File: src/rtl/spi_rx_sequencer_if.sv
`default_nettype none
// +----------------------------------------------------------------------------+
// | spi_rx_sequencer_if : handshake/bus bundle between the SPI RX sequencer,  |
// | its external shifter and the word consumer.                               |
// | Rev 1.0                                                                    |
// +----------------------------------------------------------------------------+
interface spi_rx_sequencer_if #(
    parameter int BUS_WIDTH   = 8,
    parameter int COUNTER_REG = $clog2(BUS_WIDTH)
);
    logic                   cs_n;
    logic                   sample_tick;
    logic                   shift_en;
    logic [BUS_WIDTH-1:0]   shift_q;
    logic [BUS_WIDTH-1:0]   rx_data;
    logic                   rx_valid;
    logic                   rx_ready;
    logic [COUNTER_REG-1:0] bit_cnt;
    logic                   frame_err;
    logic                   overrun;
    logic                   ovr_clr;

    modport slave (
        input  cs_n, sample_tick, shift_q, rx_ready, ovr_clr,
        output shift_en, rx_data, rx_valid, bit_cnt, frame_err, overrun
    );

    modport master (
        output cs_n, sample_tick, shift_q, rx_ready, ovr_clr,
        input  shift_en, rx_data, rx_valid, bit_cnt, frame_err, overrun
    );
endinterface
`default_nettype wire

File: src/rtl/spi_rx_sequencer.sv
`default_nettype none
// +----------------------------------------------------------------------------+
// | spi_rx_sequencer : bit counter / word loader for an external SPI shifter. |
// | Optional macro SPI_RX_OVERRUN_EN: drop words into a full holding register.|
// | Rev 1.0                                                                    |
// +----------------------------------------------------------------------------+
module spi_rx_sequencer #(
    parameter int BUS_WIDTH   = 8,
    parameter int COUNTER_REG = $clog2(BUS_WIDTH)
) (
    input  wire logic           clk,
    input  wire logic           rst,
    spi_rx_sequencer_if.slave   bus
);

    typedef enum logic [1:0] {
        S_IDLE   = 2'd0,
        S_ACTIVE = 2'd1,
        S_LOAD   = 2'd2
    } state_t;

    localparam logic [COUNTER_REG-1:0] c_LAST_BIT = COUNTER_REG'(BUS_WIDTH - 1);
    localparam logic [COUNTER_REG-1:0] c_ONE      = COUNTER_REG'(1);

    state_t                 r_state;
    state_t                 w_state_nxt;
    logic [COUNTER_REG-1:0] r_bit_cnt;
    logic [COUNTER_REG-1:0] w_bit_cnt_nxt;
    logic [BUS_WIDTH-1:0]   r_rx_data;
    logic                   r_rx_valid;
    logic                   r_frame_err;
    logic                   r_overrun;
    logic                   w_frame_err_nxt;
    logic                   w_shift;
    logic                   w_load;
    logic                   w_drop;

    assign w_shift = bus.sample_tick & ~bus.cs_n;

    always_comb begin
        w_state_nxt     = r_state;
        w_bit_cnt_nxt   = r_bit_cnt;
        w_frame_err_nxt = 1'b0;
        w_load          = 1'b0;
        unique case (r_state)
            S_IDLE: begin
                w_bit_cnt_nxt = '0;
                if (!bus.cs_n) begin
                    w_state_nxt = S_ACTIVE;
                    if (w_shift) w_bit_cnt_nxt = c_ONE;
                end
            end
            S_ACTIVE: begin
                if (bus.cs_n) begin
                    w_state_nxt     = S_IDLE;
                    w_bit_cnt_nxt   = '0;
                    w_frame_err_nxt = (r_bit_cnt != '0);
                end else if (w_shift) begin
                    if (r_bit_cnt == c_LAST_BIT) begin
                        w_bit_cnt_nxt = '0;
                        w_state_nxt   = S_LOAD;
                    end else begin
                        w_bit_cnt_nxt = r_bit_cnt + c_ONE;
                    end
                end
            end
            S_LOAD: begin
                // The shifter already holds the full word; a tick here starts the next one.
                w_load = 1'b1;
                if (bus.cs_n) begin
                    w_state_nxt   = S_IDLE;
                    w_bit_cnt_nxt = '0;
                end else begin
                    w_state_nxt   = S_ACTIVE;
                    w_bit_cnt_nxt = w_shift ? c_ONE : '0;
                end
            end
            default: begin
                w_state_nxt   = S_IDLE;
                w_bit_cnt_nxt = '0;
            end
        endcase
    end

`ifdef SPI_RX_OVERRUN_EN
    assign w_drop = w_load & r_rx_valid & ~bus.rx_ready;
`else
    logic w_unused_ovr_clr;
    assign w_drop           = 1'b0;
    assign w_unused_ovr_clr = bus.ovr_clr;
`endif

    always_ff @(posedge clk or negedge rst) begin
        if (!rst) begin
            r_state     <= S_IDLE;
            r_bit_cnt   <= '0;
            r_frame_err <= 1'b0;
        end else begin
            r_state     <= w_state_nxt;
            r_bit_cnt   <= w_bit_cnt_nxt;
            r_frame_err <= w_frame_err_nxt;
        end
    end

    always_ff @(posedge clk or negedge rst) begin
        if (!rst) begin
            r_rx_data  <= '0;
            r_rx_valid <= 1'b0;
            r_overrun  <= 1'b0;
        end else begin
            // A load in the same cycle as a consume keeps rx_valid high.
            if (w_load && !w_drop) begin
                r_rx_data  <= bus.shift_q;
                r_rx_valid <= 1'b1;
            end else if (!w_load && r_rx_valid && bus.rx_ready) begin
                r_rx_valid <= 1'b0;
            end
`ifdef SPI_RX_OVERRUN_EN
            if (w_drop) begin
                r_overrun <= 1'b1;
            end else if (bus.ovr_clr) begin
                r_overrun <= 1'b0;
            end
`else
            r_overrun <= 1'b0;
`endif
        end
    end

    assign bus.shift_en  = w_shift;
    assign bus.rx_data   = r_rx_data;
    assign bus.rx_valid  = r_rx_valid;
    assign bus.bit_cnt   = r_bit_cnt;
    assign bus.frame_err = r_frame_err;
    assign bus.overrun   = r_overrun;

endmodule
`default_nettype wire

File: src/flat_wrapper.sv
// flat-port wrapper written by rule: the top's interface ports become plain ports
module spi_rx_sequencer_flat 
#(
    parameter int BUS_WIDTH   = 8,
    parameter int COUNTER_REG = $clog2(BUS_WIDTH)
)
  (clk, rst, bus_cs_n, bus_sample_tick, bus_shift_q, bus_rx_ready, bus_ovr_clr, bus_shift_en, bus_rx_data, bus_rx_valid, bus_bit_cnt, bus_frame_err, bus_overrun);
  spi_rx_sequencer_if #(.BUS_WIDTH(BUS_WIDTH), .COUNTER_REG(COUNTER_REG)) bus_i ();
  input  wire logic clk;
  input  wire logic rst;
  input wire logic [$bits(bus_i.cs_n)-1:0] bus_cs_n;
  input wire logic [$bits(bus_i.sample_tick)-1:0] bus_sample_tick;
  input wire logic [$bits(bus_i.shift_q)-1:0] bus_shift_q;
  input wire logic [$bits(bus_i.rx_ready)-1:0] bus_rx_ready;
  input wire logic [$bits(bus_i.ovr_clr)-1:0] bus_ovr_clr;
  output wire logic [$bits(bus_i.shift_en)-1:0] bus_shift_en;
  output wire logic [$bits(bus_i.rx_data)-1:0] bus_rx_data;
  output wire logic [$bits(bus_i.rx_valid)-1:0] bus_rx_valid;
  output wire logic [$bits(bus_i.bit_cnt)-1:0] bus_bit_cnt;
  output wire logic [$bits(bus_i.frame_err)-1:0] bus_frame_err;
  output wire logic [$bits(bus_i.overrun)-1:0] bus_overrun;
  assign bus_i.cs_n = bus_cs_n;
  assign bus_i.sample_tick = bus_sample_tick;
  assign bus_i.shift_q = bus_shift_q;
  assign bus_i.rx_ready = bus_rx_ready;
  assign bus_i.ovr_clr = bus_ovr_clr;
  assign bus_shift_en = bus_i.shift_en;
  assign bus_rx_data = bus_i.rx_data;
  assign bus_rx_valid = bus_i.rx_valid;
  assign bus_bit_cnt = bus_i.bit_cnt;
  assign bus_frame_err = bus_i.frame_err;
  assign bus_overrun = bus_i.overrun;
  spi_rx_sequencer #(.BUS_WIDTH(BUS_WIDTH), .COUNTER_REG(COUNTER_REG)) u_core (.clk(clk), .rst(rst), .bus(bus_i));
endmodule
File: config.mk
export PLATFORM = sky130hd
export DESIGN_NAME = spi_rx_sequencer_flat
export DESIGN_NICKNAME = d
export VERILOG_FILES = /design/src/rtl/spi_rx_sequencer_if.sv /design/src/rtl/spi_rx_sequencer.sv /design/src/flat_wrapper.sv
export SDC_FILE = /design/constraint.sdc
export NUM_CORES = 1
export LEC_CHECK = 0
export CAP_MARGIN = 20
export CORE_AREA = 2 2 52 44
export DETAILED_ROUTE_END_ITERATION = 8
export DIE_AREA = 0 0 54 46
export GPL_ROUTABILITY_DRIVEN = 0
export PLACE_DENSITY = 0.72
export SYNTH_ARGS = -nofsm -noshare
export SYNTH_HDL_FRONTEND = slang
export SYNTH_SLANG_ARGS = --single-unit
File: constraint.sdc
create_clock -name clk -period 1.5 [get_ports clk]
set_input_delay 0.15 -clock clk [delete_from_list [all_inputs] [get_ports clk]]
set_output_delay 0.15 -clock clk [all_outputs]
set_load 0.01 [all_outputs]
==> results_dict.tcl, run 1 <==
set metrics [dict create \
    cpPeakStageDelay_ns 0.46 \
    setup_tns_ns 0 \
    yosys.cell_types.count 19 \
    cpMostUsedCell "ha_2" \
    insertedDiodeCount 0 \
    post-route-period-util 0.969 \
    maxSlewViolCount 0 \
    design_area_um2 1020 \
    rows 15 \
    cts_tree "yes" \
    cts_root_buf "clkbuf_4" \
    hold_path.class "input pin to async pin" \
    critPathSlowestCell "or4b_1" \
    area_growth_syn_to_layout_pct 53.9 \
    fillers 198 \
    core-area_um2 2030 \
    cts.sinks 15 \
    worst_slack_ns 0.0468 \
    rsz0062_at_grt "true" \
    crit_required_ns 1.70 \
    drive_above_1_share 0.244 \
    clkPwrFrac 0.313 \
    crit_chain "ha_2, ha_2, or4b_1, a31oi_1" \
    dr.pass1.iters 2 \
    path_clk_slew_ns 0.09 \
    post-cts-setup-buffers 0 \
    synth_cells 52 \
    cts_hold_buf 0 \
    numCtsBuffers 3 \
    grt_usage 0.136 \
    grt_pass1_wl_um 2260 \
    htreeDepth 1 \
    p_int_mw 0.566 \
    powerDensity_nw_per_um2 711 \
    synth_seq_cells 15 \
    synth_area_leaders "dfrtp_1 56%, mux2_2 14%, ha_1 5.6%" \
    p_leak_nw 0.524 \
    initial_core_util 0.328 \
    p_switching_mw 0.162 \
    pwr-share-comb 0.118 \
    grt_max_degree 10 \
    placed_cell_area_um2 992 \
    num_vias 494 \
    clock_path_buffers 2 \
    route.detailed.drc 0 \
    wl_per_cell_um 11.8 \
    routed_via_density 4.45 \
    finalClockSkew_ns 0.000732 \
    p_sw_frac 0.223 \
    yosys.area.top_type "dfrtp_1" \
    die_area_um2 2480 \
    ir_worst_vdd_mv 0.498 \
    synth_top_area_share 0.564 \
    grt_overflow 0 \
    crit_type "flop to flop" \
    die_w_um 54 \
    cap_violations 0 \
    clk_latency_ns 0.28 \
    hold_violations 0 \
    postSynthAreaPerCell_um2 12.8 \
    netlist_area_um2 666 \
    fmax_mhz 688 \
    yosys_warnings 0 \
    antenna_found_initial 0 \
    path_max_fanout 2 \
    pre_cts_ws_ns -0.0133 \
    io_pins 29 \
    syn_nets 69 \
    synth-seq-area-share 0.564 \
    place.port_buffers 26 \
    nets 104 \
    ant_nets 0 \
    cp.arrival_ns 1.66 \
    crit_path_end_kind "flop" \
    grt_pass1_vias 500 \
    outcome "finished, final reports clean" \
    final_common_cell "clkdlybuf4s50_1" \
    period_needed_ns 1.45 \
    routed_wl_um 1320 \
    drt_iter0_markers 5 \
    final-setup-viol-count 0 \
    pwr-share-seq 0.569 \
    hpwl_um 1050 \
    die_h_um 46 \
    mostFrequentLayoutCells "23 x clkdlybuf4s50_1, 15 x dfrtp_1, 8 x mux2_2" \
    critPathLaunchType "flop" \
]
-- power groups by stage --
stage / sequential, mW / combinational (mW) / clock (mW)
after floorplan: 0.424 / 0.0243 / 0
after global placement: 0.422 / 0.0873 / 0
after detailed placement: 0.423 / 0.0898 / 0
after CTS: 0.414 / 0.0887 / 0.240
after global routing: 0.415 / 0.0970 / 0.261
final: 0.414 / 0.0861 / 0.228
-- final timing paths --
check	slack, ns	start	cells after the start	endpoint
worst max-delay path	0.05	u_core.bus.bit_cnt[0]	4	u_core.bus.bit_cnt[0]
worst min-delay path	0.14	rst	1	u_core.bus.frame_err
worst max register to register	0.05	u_core.bus.bit_cnt[0]	4	u_core.bus.bit_cnt[0]
worst min register to register	0.48	u_core.bus.rx_valid	1	u_core.bus.rx_valid
max in group asynchronous	0.93	rst	2	u_core.bus.bit_cnt[1]
min in group clk	0.45	bus_rx_ready	3	u_core.bus.rx_valid
-- cell type report --
| type | instances | area [um2] | area share |
|---|---|---|---|
| Clock buffer | 4 | 26.3 | 0.0256 |
| Inverter | 4 | 15.0 | 0.0147 |
| Multi-Input combinational cell | 30 | 260 | 0.254 |
| Sequential cell | 15 | 375 | 0.366 |
| Timing Repair Buffer | 33 | 317 | 0.309 |
| Tap cell | 25 | 31.3 | 0.0305 |
-- registers in the layout, summed over array words and instances (netlist names) --
name / flops
u_core.bus.frame_err: 1
u_core.bus.rx_data: 8
u_core.r_state: 2
u_core.bus.bit_cnt: 3
u_core.bus.rx_valid: 1
-- kinds of logic (layout without fill, tap and decap cells) --
kind of cell | Yosys count | after routing | synth area share
AOI/OAI and AO/OA | 5 | 5 | 0.0470
adders and majority gates | 3 | 3 | 0.0564
buffers and inverters | 7 | 41 | 0.0526
DFF | 15 | 15 | 0.564
muxes | 10 | 10 | 0.165
other | 1 | 1 | 0.00563
and+or+nand+nor | 11 | 11 | 0.109
-- through the flow --
stage	power (mW)	std cells	util	hold slack, ns
final	0.728	111	0.506	0.136
after global routing	0.773	111	0.506	0.150
after CTS	0.743	111	0.502	0.139
after detailed placement	0.512	107	0.490	0.455
after global placement	0.509	107	0.490	0.447
after floorplan	0.449	52	-	-0.146
-- repair_timing --
action | CTS | global route
gates resized for setup | 1 | 3
pin swaps | 1 | 0
endpoints found under the setup margin | 2 | 3
-- Yosys cell counts --
library cell and n:
or4b_1 1, or3b_2 1, buf_4 2, conb_1 1, mux2i_1 2, mux2_2 8
or2b_1 1, a31oi_1 1, a21oi_1 2, dfrtp_1 15, a21o_1 2, nand4bb_1 1
nand2_1 1, nor2_1 3, ha_1 3, inv_1 4, nand3b_1 1, nor2b_1 2
buf_2 1
-- critical path: cells and delay by family, from the launching register on --
family	cells	cell delay, ns
and+or+nand+nor	1	0.46
DFF	1	0.41
adders and majority gates	2	0.36
AOI/OAI and AO/OA	1	0.14
-- routing by layer --
metal,vias up,wire (um),GRT usage
met5,-,0,0
met4,0,25,0.0750
met3,2,53,0.0493
met2,15,681,0.215
met1,238,555,0.160
li1,239,-,-
Note: power is estimated with default switching activity, not from simulation.
==> run 2: changes to the inputs <==
--- a/config.mk
+++ b/config.mk
@@ -6,11 +6,13 @@
 export NUM_CORES = 1
 export LEC_CHECK = 0
 export CAP_MARGIN = 20
-export CORE_AREA = 2 2 52 44
+export CELL_PAD_IN_SITES_DETAIL_PLACEMENT = 1
+export CELL_PAD_IN_SITES_GLOBAL_PLACEMENT = 2
+export CORE_AREA = 2 2 65 55
 export DETAILED_ROUTE_END_ITERATION = 8
-export DIE_AREA = 0 0 54 46
+export DIE_AREA = 0 0 67 57
 export GPL_ROUTABILITY_DRIVEN = 0
-export PLACE_DENSITY = 0.72
+export PLACE_DENSITY = 0.71
 export SYNTH_ARGS = -nofsm -noshare
 export SYNTH_HDL_FRONTEND = slang
 export SYNTH_SLANG_ARGS = --single-unit
==> run 2 against run 1 <==
  * Maximum frequency rose by 1.5%
  * Critical endpoint is now bus_shift_en
  * Combinational power is 5.7% higher
  * First-iteration DRC count shrank 20%
  * Cell count is 16% higher
  * Final area increased by 4.3%
  * Die area increased by 54%
  * Utilization down 18 points
  * Via count increased by 1.8%
  * Global-route usage is 4.9 points lower
  * Critical path depth down 1
  * Total power increased by 13%
==> results_dict.tcl, run 2 (same netlist as run 1, synthesis figures left out) <==
set metrics [dict create \
    num_vias 503 \
    cts_hold_buf 0 \
    path_clk_slew_ns 0.06 \
    wl_per_cell_um 11.2 \
    critPathSlowestCell "clkdlybuf4s50_1" \
    cpMostUsedCell "clkdlybuf4s50_1" \
    place_inst 125 \
    rsz0062_at_grt "false" \
    grt_pass1_vias 548 \
    cts.sinks 15 \
    core-area_um2 3230 \
    cts_tree "yes" \
    largest_reg_flops 8 \
    final_common_cell "clkdlybuf4s50_1" \
    cpPeakStageDelay_ns 0.54 \
    post-route-period-util 0.954 \
    powerDensity_nw_per_um2 772 \
    grt_max_degree 16 \
    fin_util 0.330 \
    finalClockSkew_ns 0.00104 \
    p_leak_nw 0.502 \
    final-setup-viol-count 0 \
    numCtsBuffers 3 \
    drt_iter0_markers 4 \
    outcome "finished, final reports clean" \
    fmax_mhz 699 \
    die_h_um 57 \
    period_needed_ns 1.43 \
    die_w_um 67 \
    fin_cells 129 \
    routed_wl_um 1440 \
    cap_violations 0 \
    setup_tns_ns 0 \
    crit_required_ns 1.35 \
    route.detailed.drc 0 \
    critPathLaunchType "input pin" \
    grt_overflow 0 \
    insertedDiodeCount 0 \
    post-cts-setup-buffers 0 \
    hold_path.class "input pin to async pin" \
    cp.buffers_inverters 2 \
    grt_pass1_wl_um 2480 \
    nets 105 \
    routed_via_density 3.90 \
    ant_nets 0 \
    ir_worst_vdd_mv 0.338 \
    area_growth_syn_to_layout_pct 60.5 \
    cp.arrival_ns 1.28 \
    crit_family "buffers and inverters" \
    maxSlewViolCount 0 \
    mostFrequentLayoutCells "26 x clkdlybuf4s50_1, 15 x dfrtp_1, 8 x mux2_2, 8 x buf_4, 4 x inv_1" \
    io_pins 29 \
    clk_latency_ns 0.24 \
    hpwl_um 1140 \
    path_max_fanout 2 \
    place.port_buffers 26 \
    crit_path_end_kind "output pin" \
    crit_chain "clkdlybuf4s50_1, nor2b_1, clkdlybuf4s50_1" \
    cts_resized 0 \
    initial_core_util 0.206 \
    cts_root_buf "clkbuf_8" \
    crit_type "input pin to output pin" \
    drive_above_1_share 0.253 \
    clock_path_buffers 2 \
    grt_usage 0.0871 \
    hold_violations 0 \
    fillers 363 \
    htreeDepth 1 \
    die_area_um2 3820 \
    antenna_found_initial 0 \
    dr.pass1.iters 3 \
    rows 19 \
]
run 2: metal layers:
metal / part of all wire / GRT usage
met1: 0.42 / 0.109
met2: 0.51 / 0.137
met3: 0.048 / 0.0296
met4: 0.019 / 0.0350
met5: 0 / 0
run 2: report_power, final:
group          switching [mW]  leakage (nW)  internal [mW]
combinational          0.0337         0.274         0.0574
sequential            0.00464         0.206          0.410
clock                   0.131        0.0228          0.188
run 2: final cells by class:
class / count / area (um2) / share of cell area
sequential: 15 / 375 / 0.351
inverter: 4 / 15.0 / 0.0141
multi-input combinational: 30 / 260 / 0.244
timing repair buffer: 34 / 320 / 0.300
tap: 42 / 52.6 / 0.0492
clock buffer: 4 / 45.0 / 0.0422
run 2: path summary, 6_finish.rpt:
path	start	to	slack, ns	cells past startpoint
max in group asynchronous	rst	u_core.bus.rx_data[3]	1.10	2
hold reg to reg	u_core.bus.rx_valid	u_core.bus.rx_valid	0.48	1
min in group clk	u_core.bus.rx_valid	u_core.bus.rx_valid	0.48	1
setup / recovery	bus_sample_tick	bus_shift_en	0.07	3
setup reg to reg	u_core.bus.bit_cnt[0]	u_core.bus.bit_cnt[0]	0.08	4
hold / removal	rst	u_core.bus.frame_err	0.22	2
run 2: through the flow:
stage                     worst slack (ns)  area [um2]  hold WS, ns  total power [mW]
after floorplan                    0.00992         668       -0.146             0.449
after global placement              0.0384        1020        0.459             0.513
after detailed placement            0.0227        1020        0.471             0.515
after CTS                           0.0217        1070        0.231             0.849
after global routing                0.0173        1070        0.243             0.874
final                               0.0689        1070        0.222             0.825
==> run 3: changes to the inputs <==
--- a/config.mk
+++ b/config.mk
@@ -13,6 +13,7 @@
 export DIE_AREA = 0 0 67 57
 export GPL_ROUTABILITY_DRIVEN = 0
 export PLACE_DENSITY = 0.71
+export RECOVER_POWER = 50
 export SYNTH_ARGS = -nofsm -noshare
 export SYNTH_HDL_FRONTEND = slang
 export SYNTH_SLANG_ARGS = --single-unit
==> run 3 against run 2 <==
  * Flip-flop and latch count unchanged
  * Clock-buffer cell count unchanged
  * Global-route usage unchanged
  * Final area decreased by 0.35%
  * Maximum frequency unchanged
  * Critical path depth unchanged
  * Wire length about the same
  * Cell count unchanged
  * Die area unchanged
  * Highest routed layer unchanged
==> results_dict.tcl, run 3 (same netlist as run 1, synthesis figures left out) <==
set metrics [dict create \
    outcome "finished, final reports clean" \
    mostFrequentLayoutCells "24 x clkdlybuf4s50_1, 15 x dfrtp_1, 8 x mux2_2" \
    crit_type "input pin to output pin" \
    finalClockSkew_ns 0.00161 \
    setup_tns_ns 0 \
    hold_path.class "flop to flop" \
    route.detailed.drc 0 \
    path_max_fanout 2 \
    hpwl_um 1140 \
    cts_root_buf "clkbuf_8" \
    critPathSlowestCell "clkdlybuf4s50_1" \
    fmax_mhz 699 \
    p_int_mw 0.653 \
    post-route-period-util 0.954 \
    drt_iter0_markers 4 \
    crit_required_ns 1.35 \
    wl_per_cell_um 11.2 \
    min-delay-start "u_core.bus.rx_valid" \
    critPathLaunchType "input pin" \
    grt_usage 0.0871 \
    htreeDepth 1 \
    die_h_um 57 \
    rows 19 \
    core-area_um2 3230 \
    place.port_buffers 26 \
    clkPwrFrac 0.387 \
    clock_path_buffers 2 \
    pre_cts_ws_ns 0.0227 \
    numCtsBuffers 3 \
    post-cts-setup-buffers 0 \
    grt_pass1_wl_um 2480 \
    p_switching_mw 0.168 \
    pwr-share-seq 0.505 \
    cpMostUsedCell "clkdlybuf4s50_1" \
    r2r-start "u_core.bus.bit_cnt[0]" \
    antenna_found_initial 0 \
    worst_slack_ns 0.0689 \
    ir_worst_vdd_mv 0.338 \
    hold_violations 0 \
    multi_input_area_um2 260 \
    drive_above_1_share 0.241 \
    maxSlewViolCount 0 \
    r2r_cells 4 \
    worstMarginPinSlew_ns 0.830 \
    crit_family "buffers and inverters" \
    cap_violations 0 \
    cts_tree "yes" \
    regArea_um2 375 \
    grt_pass1_vias 548 \
    nets 105 \
    io_pins 29 \
    slew_headroom 0.446 \
    startpoint "bus_sample_tick" \
    p_leak_nw 0.502 \
    cp_num_cells 3 \
    routed_via_density 3.92 \
    initial_core_util 0.206 \
    clk_latency_ns 0.24 \
    routed_wl_um 1440 \
    fin_cells 129 \
    pwr-share-comb 0.108 \
    die_area_um2 3820 \
    cp.buffers_inverters 2 \
    worstSetupEndpoint "bus_shift_en" \
    placed_cell_area_um2 1020 \
    grt_max_degree 16 \
    place_inst 125 \
    num_vias 506 \
    total_power_mw 0.821 \
    cts.sinks 15 \
    crit_path_end_kind "output pin" \
    insertedDiodeCount 0 \
    period_needed_ns 1.43 \
    regToRegEndpoint "u_core.bus.bit_cnt[0]" \
    crit_chain "clkdlybuf4s50_1, nor2b_1, clkdlybuf4s50_1" \
    fillers 363 \
    rsz0062_at_grt "false" \
    ant_nets 0 \
    die_w_um 67 \
    path_clk_slew_ns 0.06 \
    cp.arrival_ns 1.28 \
    design_area_um2 1060 \
    rrSetupSlack_ns 0.08 \
    dr.pass1.iters 3 \
    final_common_cell "clkdlybuf4s50_1" \
    grt_overflow 0 \
    final-setup-viol-count 0 \
    p_sw_frac 0.205 \
    largest_reg_flops 8 \
    area_growth_syn_to_layout_pct 60.0 \
    cpPeakStageDelay_ns 0.54 \
    powerDensity_nw_per_um2 772 \
]
## run 3: changes by cell type in the layout (fill, tap and decap cells not counted)
cell / previous run / this run
dlygate4sd3_1: 0 / 2
clkbuf_1: 1 / 2
clkdlybuf4s50_1: 26 / 24
buf_4: 8 / 7
## run 3: per-layer routing
layer,vias up,part of all wire,global-route usage
met2,15,0.51,0.137
li1,241,-,-
met1,248,0.42,0.109
met3,2,0.048,0.0296
met5,-,0,0
met4,0,0.019,0.0350
## run 3: how the worst min path moves through the flow
| stage | to | slack, ns | cells after the start |
|---|---|---|---|
| finish | u_core.bus.rx_valid | 0.48 | 1 |
| global route | u_core.bus.rx_valid | 0.50 | 1 |
| CTS | u_core.bus.bit_cnt[1] | 0.23 | 2 |
| detailed placement | u_core.bus.rx_valid | 0.47 | 1 |
| global placement | u_core.bus.rx_valid | 0.46 | 1 |
| floorplan | u_core.bus.bit_cnt[0] | -0.15 | 0 |
## run 3: repair_timing
action	CTS	global route
endpoints found under the setup margin	0	1
gates resized for setup	0	1
hold buffers	0	0
## run 3: area by class of cell
| class | instances | share of cell area |
|---|---|---|
| sequential | 15 | 0.353 |
| clock buffer | 4 | 0.0423 |
| inverter | 4 | 0.0141 |
| timing repair buffer | 34 | 0.297 |
| multi-input combinational | 30 | 0.244 |
| tap | 42 | 0.0494 |
## run 3: power by group through the flow
stage                     logic, mW  registers [mW]  clock network (mW)
after floorplan              0.0243           0.424                   0
after global placement       0.0908           0.422                   0
after detailed placement     0.0934           0.422                   0
after CTS                    0.0937           0.415               0.341
after global routing         0.0981           0.415               0.359
final                        0.0888           0.415               0.318
## run 3: worst register-to-register path, delay by kind of cell (launching register included)
family | cells | cell delay [ns]
AND/OR/NAND/NOR | 1 | 0.46
AO/OA/AOI/OAI | 1 | 0.13
adder cells (fa/ha/maj) | 2 | 0.36
flip-flops | 1 | 0.40
## run 3: through the flow
step,hold slack (ns),util
floorplan,-0.146,-
global placement,0.459,0.316
detailed placement,0.471,0.316
CTS,0.231,0.330
global route,0.499,0.329
finish,0.478,0.329
